==> config.mk <==
export PLATFORM = sky130hd
export DESIGN_NAME = move_scheduler
export DESIGN_NICKNAME = d
export VERILOG_FILES = /design/src/rtl/move_scheduler.sv
export SDC_FILE = /design/constraint.sdc
export NUM_CORES = 1
export LEC_CHECK = 0
export CORE_MARGIN = 3
export CORE_UTILIZATION = 35
export CTS_CLUSTER_DIAMETER = 30
export CTS_CLUSTER_SIZE = 14
export DETAILED_ROUTE_END_ITERATION = 6
export SYNTH_ARGS = -nofsm -noshare
export SYNTH_HDL_FRONTEND = slang
export SYNTH_SLANG_ARGS = --single-unit
export TNS_END_PERCENT = 30
==> constraint.sdc <==
create_clock -name clk -period 5.25 [get_ports clk]
set_input_delay 1.05 -clock clk [delete_from_list [all_inputs] [get_ports clk]]
set_output_delay 1.05 -clock clk [all_outputs]
set_load 0.05 [all_outputs]
==> src/rtl/move_scheduler.sv <==
// move_scheduler: turns key presses into per-player queued moves, issued round-robin
// over valid/ready with a fixed cooldown gap after every accepted move.
module move_scheduler #(
    parameter int DEPTH    = 4,
    parameter int COOLDOWN = 16,
    parameter int CD_W     = 16
) (
    input  logic                    clk,
    input  logic                    rst,
    input  logic                    game_enable,
    input  logic                    key_signal,
    input  logic [3:0]              key_cmd,
    input  logic                    key_player,
    input  logic                    move_ready,
    output logic                    move_valid,
    output logic [3:0]              move_cmd,
    output logic                    move_player,
    output logic [$clog2(DEPTH):0]  pending0,
    output logic [$clog2(DEPTH):0]  pending1,
    output logic [1:0]              overflow
);
    localparam int AW = $clog2(DEPTH);
    typedef enum logic [1:0] {IDLE, ISSUE, COOL} state_t;
    state_t          state_q;
    logic            sig_q, lg_q;
    logic [3:0]      mem0_q [DEPTH];
    logic [3:0]      mem1_q [DEPTH];
    logic [AW:0]     wp0_q, rp0_q, wp1_q, rp1_q;
    logic [CD_W-1:0] cnt_q;
    logic            press, empty0, empty1, full0, full1, gnt, pop0, pop1, push0, push1;

    assign press  = key_signal && !sig_q && key_cmd != 4'd0 && game_enable;
    assign empty0 = wp0_q == rp0_q;
    assign empty1 = wp1_q == rp1_q;
    assign full0  = (wp0_q[AW] != rp0_q[AW]) && (wp0_q[AW-1:0] == rp0_q[AW-1:0]);
    assign full1  = (wp1_q[AW] != rp1_q[AW]) && (wp1_q[AW-1:0] == rp1_q[AW-1:0]);
    // On a tie the player that did not win last time is granted
    assign gnt    = empty0 ? 1'b1 : empty1 ? 1'b0 : !lg_q;
    assign pop0   = state_q == IDLE && !empty0 && !gnt;
    assign pop1   = state_q == IDLE && !empty1 && gnt;
    assign push0  = press && !key_player && (!full0 || pop0);
    assign push1  = press && key_player && (!full1 || pop1);
    assign pending0 = wp0_q - rp0_q;
    assign pending1 = wp1_q - rp1_q;

    always_ff @(posedge clk) begin
        if (rst) begin
            state_q     <= IDLE;
            sig_q       <= 1'b1;
            lg_q        <= 1'b1;
            wp0_q       <= '0;
            rp0_q       <= '0;
            wp1_q       <= '0;
            rp1_q       <= '0;
            cnt_q       <= '0;
            move_valid  <= 1'b0;
            move_cmd    <= 4'd0;
            move_player <= 1'b0;
            overflow    <= 2'b00;
        end else begin
            sig_q <= key_signal;
            if (!game_enable) begin
                state_q    <= IDLE;
                wp0_q      <= '0;
                rp0_q      <= '0;
                wp1_q      <= '0;
                rp1_q      <= '0;
                cnt_q      <= '0;
                move_valid <= 1'b0;
                overflow   <= 2'b00;
            end else begin
                if (push0) begin
                    mem0_q[wp0_q[AW-1:0]] <= key_cmd;
                    wp0_q <= wp0_q + (AW+1)'(1);
                end
                if (push1) begin
                    mem1_q[wp1_q[AW-1:0]] <= key_cmd;
                    wp1_q <= wp1_q + (AW+1)'(1);
                end
                if (press && !key_player && full0 && !pop0) overflow[0] <= 1'b1;
                if (press && key_player && full1 && !pop1) overflow[1] <= 1'b1;
                if (pop0) rp0_q <= rp0_q + (AW+1)'(1);
                if (pop1) rp1_q <= rp1_q + (AW+1)'(1);
                case (state_q)
                    IDLE: if (!empty0 || !empty1) begin
                        move_cmd    <= gnt ? mem1_q[rp1_q[AW-1:0]] : mem0_q[rp0_q[AW-1:0]];
                        move_player <= gnt;
                        move_valid  <= 1'b1;
                        lg_q        <= gnt;
                        state_q     <= ISSUE;
                    end
                    ISSUE: if (move_ready) begin
                        move_valid <= 1'b0;
                        if (COOLDOWN == 0) state_q <= IDLE;
                        else begin
                            cnt_q   <= CD_W'(COOLDOWN);
                            state_q <= COOL;
                        end
                    end
                    COOL: begin
                        cnt_q <= cnt_q - CD_W'(1);
                        if (cnt_q == CD_W'(1)) state_q <= IDLE;
                    end
                    default: state_q <= IDLE;
                endcase
            end
        end
    end
endmodule

Word-level counts from Yosys, hierarchy flattened
Memories as Yosys holds them, arrays and structs flattened. A register that Yosys moved wholly into a read port is not among the register bits.
Index checks and enable logic that the tools add are counted.
Operators by class
  magnitude comparators: 0
  shift operators: 0
  reduce and logical (&&, ||, !) cells: 39
  multipliers: 0
  divide/modulo/power cells: 0
  $add $sub $neg: 7
  bitwise gates (word level): 1
  multiplexer cells: 24
  eq/ne operators: 12
Operator list (count)
  $pmux W16 S2: 1
  $logic_and A1 B1 Y1: 17
  $eq A16 B1 Y1 const B: 1
  $mux W16: 1
  $sub A16 B1 Y16 const B: 1
  $mux W2: 7
  $add A3 B1 Y3 const B: 4
  $mux W1: 12
  $logic_not A1 Y1: 10
  $reduce_and A3 Y1: 3
  $eq A3 B3 Y1: 2
  $pmux W2 S3: 1
  $sub A3 B3 Y3: 2
  $eq A2 B2 Y1: 2
  $mux W4: 1
  $ne A2 B2 Y1 const B: 2
  $reduce_bool A2 Y1: 2
  $reduce_bool A4 Y1: 1
  $logic_or A1 B1 Y1: 3
  $eq A2 B1 Y1 const B: 1
  $eq A2 B2 Y1 const B: 1
  $logic_not A2 Y1: 1
  $ne A1 B1 Y1: 2
  $ne A2 B1 Y1 const B: 1
  other kinds (4): 4
Storage, ports and cells
  memories kept: 2
  latch bits: 0
  output and inout bits: 14
  bits in writable memories: 32
  bits in registers: 40
  logic and storage cells: 98
  bits in read-only memories: 0
Memory list
  mem0_q: depth 4, bits a word 4, read ports 1, clocked after Yosys merged registers in 1, write ports 1, RTL line 26  | logic [3:0] mem0_q [DEPTH];
  mem1_q: depth 4, bits a word 4, read ports 1, clocked after Yosys merged registers in 1, write ports 1, RTL line 27  | logic [3:0] mem1_q [DEPTH];

Depth between registers and ports, before layout
  word-level depth: 11
  depth in mapped cells: 7
  mapped depth without buffers: 7

Worst setup path before layout
No wires, ideal clock.
  path kind: reg-to-output
  start point: reg wp1_q[0]
  end point: out pending1[2]
  slack: 2.339 ns
  arrival time: 1.861 ns
  stages on the path, launching flop included: 5
  cell sequence: dfxtp_1 -> inv_1 -> ha_1 -> fa_1 -> xnor2_1
On the way
  word-level cells in the longest chain between the ends: 1
RTL lines
  start, declared: RTL line 28  | logic [AW:0] wp0_q, rp0_q, wp1_q, rp1_q;
  start signal, assigned: RTL line 78  | wp1_q <= wp1_q + (AW+1)'(1);
  $sub A3 B3 Y3: RTL line 44  | assign pending1 = wp1_q - rp1_q;
  end, declared: RTL line 19  | output logic [$clog2(DEPTH):0] pending1,
Every way passes these cells.

Worst setup path after layout
  start point: in key_cmd[2]
  end point: mem mem1_q[2][1], enable pin
On the way
  word-level cells in the longest chain between the ends: 9
RTL lines
  start, declared: RTL line 12  | input logic [3:0] key_cmd,
  $reduce_bool A4 Y1: RTL line 32  | assign press = key_signal && !sig_q && key_cmd != 4'd0 && game_enable;
  $logic_and A1 B1 Y1 (2 in series): RTL line 32
  $logic_and A1 B1 Y1 (2 in series): RTL line 42  | assign push1 = press && key_player && (!full1 || pop1);
  $mux W1: RTL line 76  | if (push1) begin
  $mux W1: RTL line 62  | if (!game_enable) begin
  $mux W1: RTL line 47  | if (rst) begin
  $mux W1 (not written as such): RTL line 77  | mem1_q[wp1_q[AW-1:0]] <= key_cmd;
  end, declared: RTL line 27
Every way passes these cells.

==> reports/metrics.csv <==
metric,value,unit
Tcrit/Tclk final,68.0,%
final WL,6610,microns
status,finished clean,
"Remaining Overflow, GRT",0,
Buffers on Ports,23,
Synth Register Bits,76,
initial antenna violation count,0,
Final Hold Vio Count,0,
Clock Latency Late Sink,0.35,ns
core box area,9280,sq um
setup ws final,1.68,ns
WP buf/inv,1,
"Min Clock Period, post-route",3.57,ns
n_diodes,0,
# DRC,0,
cts-stage hold buffer count,0,
placed wire-length estimate,4850,microns
RD Place Congestion,0.770,
CP Cell Sequence,clkdlybuf4s50_1 > nor4_1 > nor4bb_1 > nand2_1 > or2_2 > nor3b_1,
"area leader, netlist",edfxtp_1,
clock root buffer,clkbuf_8,
DIE HEIGHT,104,microns
"Async S/R FF share, synth",0,%
Worst Hold Path Cells,2,
Placement Setup Slack,1.31,ns
setup TNS,0,ns
worst vdd ir,0.000158,V
"Max FO, Critical Path",9,
TritonCTS Buffers,9,
H-tree depth,3,
pwr dens,285,nW/um^2
Final #Nets,340,
Max-slew headroom,52.3,%
"most common cell after layout, fill and taps aside",dfxtp_1,
most frequent cells in the layout,"dfxtp_1, edfxtp_1, nor2_1, clkdlybuf4s50_1, ha_1",
CTS tree,done,
worst flop-to-flop path endpoint,mem1_q[2][1],
Post-Syn Nets,312,
"CP delay by family, top",simple AND/OR/NAND/NOR gates,
R2R cell count,6,
largest net degree at the start of global routing,22,
syn_area_per_cell,11.9,sq um
number of synthesized flops with an enable pin,32,
max cap viols,0,
die width,104,microns
WHS Endpoint,move_valid,
fmax,280,MHz
ratio of cells with drive above 1 in the final layout,12.0,%
CP Class,primary input to flop,
via count,2225,
kind of end point of the critical path,flop,
area delta synth->final,17.6,%
largest cells by area after synthesis,"edfxtp_1, dfxtp_1, ha_1",
Mapped Area,3370,sq um
Worst EP required,5.24,ns
skew final,0.00976,ns
reg2reg start,wp0_q[0],
crit path launch type,primary input,
global-route wire length before repair,11200,microns
RSZ-0062 raised after global routing,no,
Yosys top cell area share,28.5,%
register clock-pin slew on the reported worst setup and hold paths,0.08,ns
HP Start,move_valid,
final setup fails,0,
Slowest cell on crit path,clkdlybuf4s50_1,
CTS Buffer Depth,2,
Synth cell types,49,
Detail Route Antenna Nets,0,
Slew Limit Fails,0,
LEAKAGE,1.39,nW
GRT Overall Usage,13.0,%
Hold Path Class,flop to flop,
critical path's largest stage delay,0.69,ns
Sink Count,76,
CTS resizes,0,
initial drt markers,87,
WP data arrival,3.56,ns
area of the die,10800,sq um
Initial Util,36.3,%
R2R Setup Slk,2.66,ns
YS warnings,0,
Synth Flop Type,dfxtp_1,
drt first pass iters,4,
IO Pins,24,
synthesized netlist cell count,284,
Via density,4.99,
vias in the first global route,2279,
hold slack,0.473,ns
sequential share of the synthesized area,54.6,%
worst slew pin tran,0.714,ns
count of standard-cell rows,35,
postcts setup bufs,0,
WL/cell,14.8,microns
-- kinds of logic (layout without fill, tap and decap cells) --
| family | after synthesis | after routing | synth area share [%] |
|---|---|---|---|
| AO/OA/AOI/OAI | 52 | 52 | 11.1 |
| XOR/XNOR | 9 | 9 | 2.34 |
| adder cells (fa/ha/maj) | 18 | 18 | 7.12 |
| buffers and inverters | 22 | 55 | 2.45 |
| flip-flops | 76 | 76 | 54.6 |
| multiplexers | 14 | 14 | 7.12 |
| AND/OR/NAND/NOR | 93 | 93 | 15.3 |
-- Yosys cell counts, types with 3 or more instances --
master and count:
mux2i_1 6, dfxtp_1 44, nand2_1 9, xnor2_1 5
a21oi_1 10, nor2_1 28, o21a_1 4, nor3b_1 6
ha_1 16, clkbuf_1 5, inv_1 15, a211oi_1 4
mux4_2 8, nand4_1 4, nand3_1 9, nor3_1 6
or4_4 3, nand2b_1 5, a31oi_1 3, o211ai_1 3
and3_1 4, edfxtp_1 32, xor2_1 4, o21ai_0 6
or4_2 4, o31ai_1 4, nor2b_1 4
-- cell type report --
| class | count | area (sq um) |
|---|---|---|
| fill | 925 | 5320 |
| tap | 129 | 161 |
| inverter | 15 | 56.3 |
| clock buffer | 12 | 166 |
| timing repair buffer | 24 | 238 |
| sequential | 76 | 1840 |
| clock inverter | 4 | 55.1 |
| multi-input combinational | 186 | 1450 |
-- state kept, by name, summed over array words and instances (netlist names), 2 cells and up, named ones only --
register / cells
state_q: 2
mem1_q: 16
rp1_q: 3
rp0_q: 3
wp0_q: 3
mem0_q: 16
wp1_q: 3
overflow: 2
move_cmd: 4
cnt_q: 16
-- worst min-delay path: cells and delay by family (launching register included) --
family / cells / cell delay [ns]
compound gates: 1 / 0.05
flops: 1 / 0.32
simple gates: 1 / 0.05
-- routing by layer --
layer / vias up / wire length (microns) / global-route usage (%)
li1: 1114 / - / -
met1: 1072 / 3110 / 16.2
met2: 28 / 3120 / 21.0
met3: 11 / 258 / 4.10
met4: 0 / 107 / 5.41
met5: - / 0 / 0
-- worst max-delay path by stage --
stage               start           end  slack (ns)  cells past startpoint
6_report       key_cmd[2]  mem1_q[2][1]        1.68                      6
2_1_floorplan    wp1_q[0]   pending1[2]        2.34                      4
4_1_cts        key_cmd[2]  mem1_q[2][1]        1.68                      6
3_3_place_gp   key_cmd[0]  mem1_q[0][0]        1.41                      6
3_5_place_dp   key_cmd[2]  mem1_q[2][0]        1.31                      6
5_1_grt        key_cmd[2]  mem1_q[0][0]        1.40                      6
-- power by group --
group          switching (mW)  leakage, nW  internal, mW
Combinational          0.0232        0.638        0.0138
Sequential            0.00144        0.642         0.616
Clock                   0.214        0.108         0.263
-- metrics by stage --
stage	cell area [sq um]	std cells	utilization, %	power (mW)
finish	3970	446	42.7	1.13
global route	3970	446	42.7	1.18
CTS	3970	446	42.7	1.14
detailed placement	3740	430	40.3	0.669
global placement	3740	430	40.3	0.669
floorplan	3370	284	-	0.650
(Power assumes the default switching activity.)
